==> src/rtl/seq_shift_add_mult.sv <==
// Sequential shift-and-add unsigned multiplier.
// One result per WIDTH+1 cycles; product held between completions.
module seq_shift_add_mult #(
    parameter int WIDTH = 8
) (
    input  logic               clk,
    input  logic               rst_n,
    input  logic               start,
    input  logic [WIDTH-1:0]   a,
    input  logic [WIDTH-1:0]   b,
    output logic               busy,
    output logic               done,
    output logic [2*WIDTH-1:0] product
);

    localparam int PW = 2 * WIDTH;
    localparam int CW = $clog2(WIDTH + 1);

    typedef enum logic [1:0] {
        ST_IDLE,
        ST_CALC,
        ST_DONE
    } state_t;

    state_t            state;
    state_t            state_d;
    logic              start_q;
    logic              start_edge;
    logic              load;
    logic              last;
    logic [PW-1:0]     mcand;
    logic [WIDTH-1:0]  mplier;
    logic [PW-1:0]     acc;
    logic [PW-1:0]     acc_nxt;
    logic [CW-1:0]     cnt;

    // Next-state decode, operand-load strobe and the per-step sum
    always_comb begin
        state_d    = state;
        load       = 1'b0;
        start_edge = start & ~start_q;
        last       = (cnt == CW'(WIDTH - 1));
        acc_nxt    = mplier[0] ? (acc + mcand) : acc;
        case (state)
            ST_IDLE: begin
                if (start_edge) begin
                    state_d = ST_CALC;
                    load    = 1'b1;
                end
            end
            ST_CALC: begin
                if (last) begin
                    state_d = ST_DONE;
                end
            end
            ST_DONE: begin
                if (start_edge) begin
                    state_d = ST_CALC;
                    load    = 1'b1;
                end else begin
                    state_d = ST_IDLE;
                end
            end
            default: state_d = ST_IDLE;
        endcase
    end

    // State, registered status flags and the shift-add datapath
    always_ff @(posedge clk or negedge rst_n) begin
        if (!rst_n) begin
            state   <= ST_IDLE;
            start_q <= 1'b0;
            busy    <= 1'b0;
            done    <= 1'b0;
            product <= '0;
            mcand   <= '0;
            mplier  <= '0;
            acc     <= '0;
            cnt     <= '0;
        end else begin
            state   <= state_d;
            start_q <= start;
            busy    <= (state_d == ST_CALC);
            done    <= (state == ST_CALC) && last;
            if (load) begin
                mcand  <= PW'(a);
                mplier <= b;
                acc    <= '0;
                cnt    <= '0;
            end else if (state == ST_CALC) begin
                acc    <= acc_nxt;
                mcand  <= mcand << 1;
                mplier <= mplier >> 1;
                cnt    <= cnt + CW'(1);
                if (last) begin
                    product <= acc_nxt;
                end
            end
        end
    end

endmodule

==> config.mk <==
export PLATFORM = sky130hd
export DESIGN_NAME = seq_shift_add_mult
export DESIGN_NICKNAME = d
export VERILOG_FILES = /design/src/rtl/seq_shift_add_mult.sv
export SDC_FILE = /design/constraint.sdc
export NUM_CORES = 1
export LEC_CHECK = 0
export CAP_MARGIN = 10
export CORE_AREA = 2 2 112 114
export CTS_BUF_LIST = sky130_fd_sc_hd__clkbuf_8
export CTS_CLUSTER_SIZE = 30
export DETAILED_ROUTE_END_ITERATION = 6
export DIE_AREA = 0 0 114 116
export PLACE_DENSITY_LB_ADDON = 0.3
export SYNTH_ARGS = -nofsm -noshare
export SYNTH_HDL_FRONTEND = slang
export SYNTH_SLANG_ARGS = --single-unit
==> constraint.sdc <==
create_clock -name clk -period 5.1 [get_ports clk]
set_input_delay 1.53 -clock clk [delete_from_list [all_inputs] [get_ports clk]]
set_output_delay 1.53 -clock clk [all_outputs]
set_load 0.05 [all_outputs]
==> flow_summary.json <==
{
  "rsz0062_at_grt": "false",
  "r2r_end": "product[12]",
  "final_cells": 550,
  "route.detailed.wl_per_inst_um": 14.7,
  "synth_top_family_by_area": "compound AO/OA/AOI/OAI gates",
  "die_h_um": 116,
  "grt_first_pass_wirelength_mm": 14.0,
  "drt-vias-per-instance": 4.96,
  "drt_first_iter_violations": 141,
  "core_area_um2": 11900,
  "ctsLongestPathBuffers": 2,
  "switchingPower_mw": 1.20,
  "rows": 40,
  "area.growth.synth_to_final_pct": 18.2,
  "gr-usage-all-layers": 0.134,
  "intPower_mw": 1.38,
  "postCtsResizedCells": 0,
  "post-place-cells": 534,
  "die_area_um2": 13200,
  "r2r.worst_path.cells": 9,
  "setup_viol": 0,
  "grt_start_max_net_pins": 41,
  "dr_total_vias": 2727,
  "critPathArrivalTime_ps": 3330,
  "clock_pin_slew_reported_for_the_worst_setup_and_hold_paths_after_clock_tree_synthesis_ps": 70,
  "post_synth.cell_area_avg_um2": 9.53,
  "finalMaxSlewViolations": 0,
  "cts_tree": "built",
  "root_buffer": "clkbuf_8",
  "synth_edf_count": 0,
  "fmax_mhz": 323,
  "yosysUniqueCellTypes": 46,
  "antenna_cells_inserted": 0,
  "worstSkewPairLatency_ps": 340,
  "finalNetCount": 434,
  "drtAntennaViolNets": 0,
  "worst_r2r_startpoint": "mcand[0]",
  "io_buffer_count": 36,
  "cts_inserted_buffers": 9,
  "floorplan.initialDensity": 0.295,
  "htree_levels": 3,
  "place.gp.congestion": 0.783,
  "timing.hold.worst.class": "reg -> reg",
  "grt_antenna_before_repair": 0,
  "post_synth_xor_area_fraction": 0.0373,
  "fin_total_pwr_mw": 2.58,
  "post_route_setup_tns_ps": 0,
  "cts.sinks": 65,
  "drv_cap": 0,
  "iteration_count_of_the_initial_detailed_routing_pass": 4,
  "sw_frac_of_total": 0.464,
  "i_o_pin_total": 37,
  "comb_power_share": 0.523,
  "cp_slowest_cell": "nor3b_4",
  "worstHoldEndpoint": "mplier[1]",
  "finalClockSkew_ps": 4.97,
  "cts_post_setup_buffers_inserted": 0,
  "worst-endpoint-required_ps": 5330,
  "power_density_over_the_cells_nw_per_um2": 621,
  "synth_top_cell_by_area": "dfrtp_1",
  "global_route.overflow_total": 0,
  "yosysSeqAreaShare": 0.462,
  "worstSetupEndpointType": "register",
  "synth-compound-area-share": 0.207,
  "cts-hold-fix-buffers": 0,
  "result_of_the_run": "complete, no violations",
  "drcViolationCount": 0,
  "peakVddDrop_uv": 315,
  "crit_buf_inv": 1,
  "synthFlopType": "dfrtp_1",
  "clock_power_share": 0.141,
  "place_hpwl_mm": 5.70,
  "power.leakage_nw": 1.91,
  "ys_warn_count": 0,
  "worstPathCellList": "clkdlybuf4s50_1 > nor3b_4 > nor2_1 > a22o_1",
  "netlist_area_um2": 3520,
  "syn-num-nets": 405,
  "synth.area.top_cells": "dfrtp_1, nand2_1, ha_1, o21ai_0, mux2i_1",
  "startpoint_of_the_most_critical_hold_path": "mplier[1]",
  "yosysTopAreaCellShare": 0.462,
  "min_path_cells": 2,
  "setup.worst_path.class": "in -> reg",
  "ys_async_sr_fraction": 1.00,
  "cp_max_fo": 18,
  "drt-total-wl_mm": 8.10,
  "dp_slack_ps": 1610,
  "layout.cells.most_common_list": "nand2_1, dfrtp_1, clkdlybuf4s50_1",
  "finalCriticalPeriod_ps": 3100,
  "ys_ff_latch": 65,
  "placed_cell_area_um2": 4000,
  "worst_setup_start_kind": "primary input",
  "die_w_um": 114,
  "final_design_area_no_fill_um2": 4160,
  "layout.cells.most_common": "nand2_1",
  "min_period_over_period": 0.608,
  "slew-limit-headroom": 0.248,
  "cpPeakStageDelay_ps": 550,
  "synth_cells": 369,
  "synth_mux_area_frac": 0.0402,
  "finalWorstSetupSlack_ps": 2000,
  "synth_simple_gate_area_share": 0.159,
  "worstMarginPinSlew_ps": 1120,
  "synth_fa_ha_area_frac": 0.0626,
  "finalHoldViolCount": 0,
  "critPathTopFamily": "simple AND/OR/NAND/NOR gates",
  "share_of_layout_cells_above_drive_strength_1": 0.0794,
  "p_seq_frac": 0.336,
  "first_global_vias": 2924,
  "r2r_setup_slack_ps": 2610
}
[worst min-delay path, cell delays in order, from the launching register on]
cell	delay, ps
dfrtp_1	340
nand2_1	50
nand2_1	50
[metrics by stage]
step                 util  hold slack (ps)
floorplan               -              446
global placement    0.336              459
detailed placement  0.336              463
CTS                 0.349              481
global route        0.349              503
finish              0.349              476
[cell families (layout without fill, tap and decap cells)]
logic type | count (synthesis) | in the layout
AND/OR/NAND/NOR | 125 | 125
XOR/XNOR | 15 | 15
flip-flops | 65 | 65
multiplexers | 14 | 14
adder cells (fa/ha/maj) | 17 | 17
buffers and inverters | 27 | 61
AO/OA/AOI/OAI | 106 | 106
[synth_stat cells (all sizes together) (5+ instances only)]
master / instances
nor2: 11
nand3: 7
a22o: 9
nor2b: 6
mux2i: 13
a21o: 5
ha: 16
clkbuf: 11
xor2: 11
nor3b: 5
buf: 11
o21ai: 38
inv: 5
a21oi: 18
nand2: 83
dfrtp: 65
a22oi: 14
[power by group through the flow]
stage / logic, mW / registers, mW / clock network, mW
finish: 1.35 / 0.867 / 0.365
CTS: 1.37 / 0.870 / 0.377
global route: 1.50 / 0.900 / 0.397
floorplan: 0.827 / 1.04 / 0
detailed placement: 1.36 / 0.877 / 0
global placement: 1.34 / 0.872 / 0
[routing by layer]
metal | GRT usage | up-vias | part of all wire
met4 | 0.0350 | 0 | 0.0095
met3 | 0.0267 | 7 | 0.034
li1 | - | 1357 | -
met2 | 0.233 | 52 | 0.48
met5 | 0 | - | 0
met1 | 0.171 | 1311 | 0.48
[how the worst max path moves through the flow]
| stage | from | to | cells past startpoint |
|---|---|---|---|
| after floorplan | start | acc[10] | 4 |
| after global placement | start | acc[3] | 4 |
| after detailed placement | start | acc[8] | 4 |
| after CTS | start | acc[6] | 4 |
| after global routing | start | acc[10] | 4 |
| final | start | acc[6] | 4 |
[flip-flops by register name, summed over array words and instances (netlist names)]
| signal | flops |
|---|---|
| start_q | 1 |
| mplier | 8 |
| cnt | 4 |
| state | 2 |
| mcand | 16 |
| done | 1 |
| product | 16 |
| acc | 16 |
| busy | 1 |
[area by class of cell]
cell class                      instances  area (um^2)
Multi-Input combinational cell        277         1790
Clock inverter                          7         32.5
Sequential cell                        65         1630
Inverter                                5         18.8
Tap cell                              147          184
Fill cell                            1250         7750
Timing Repair Buffer                   40          385
Clock buffer                            9          124
No activity file was read; power rests on OpenSTA's default activity.
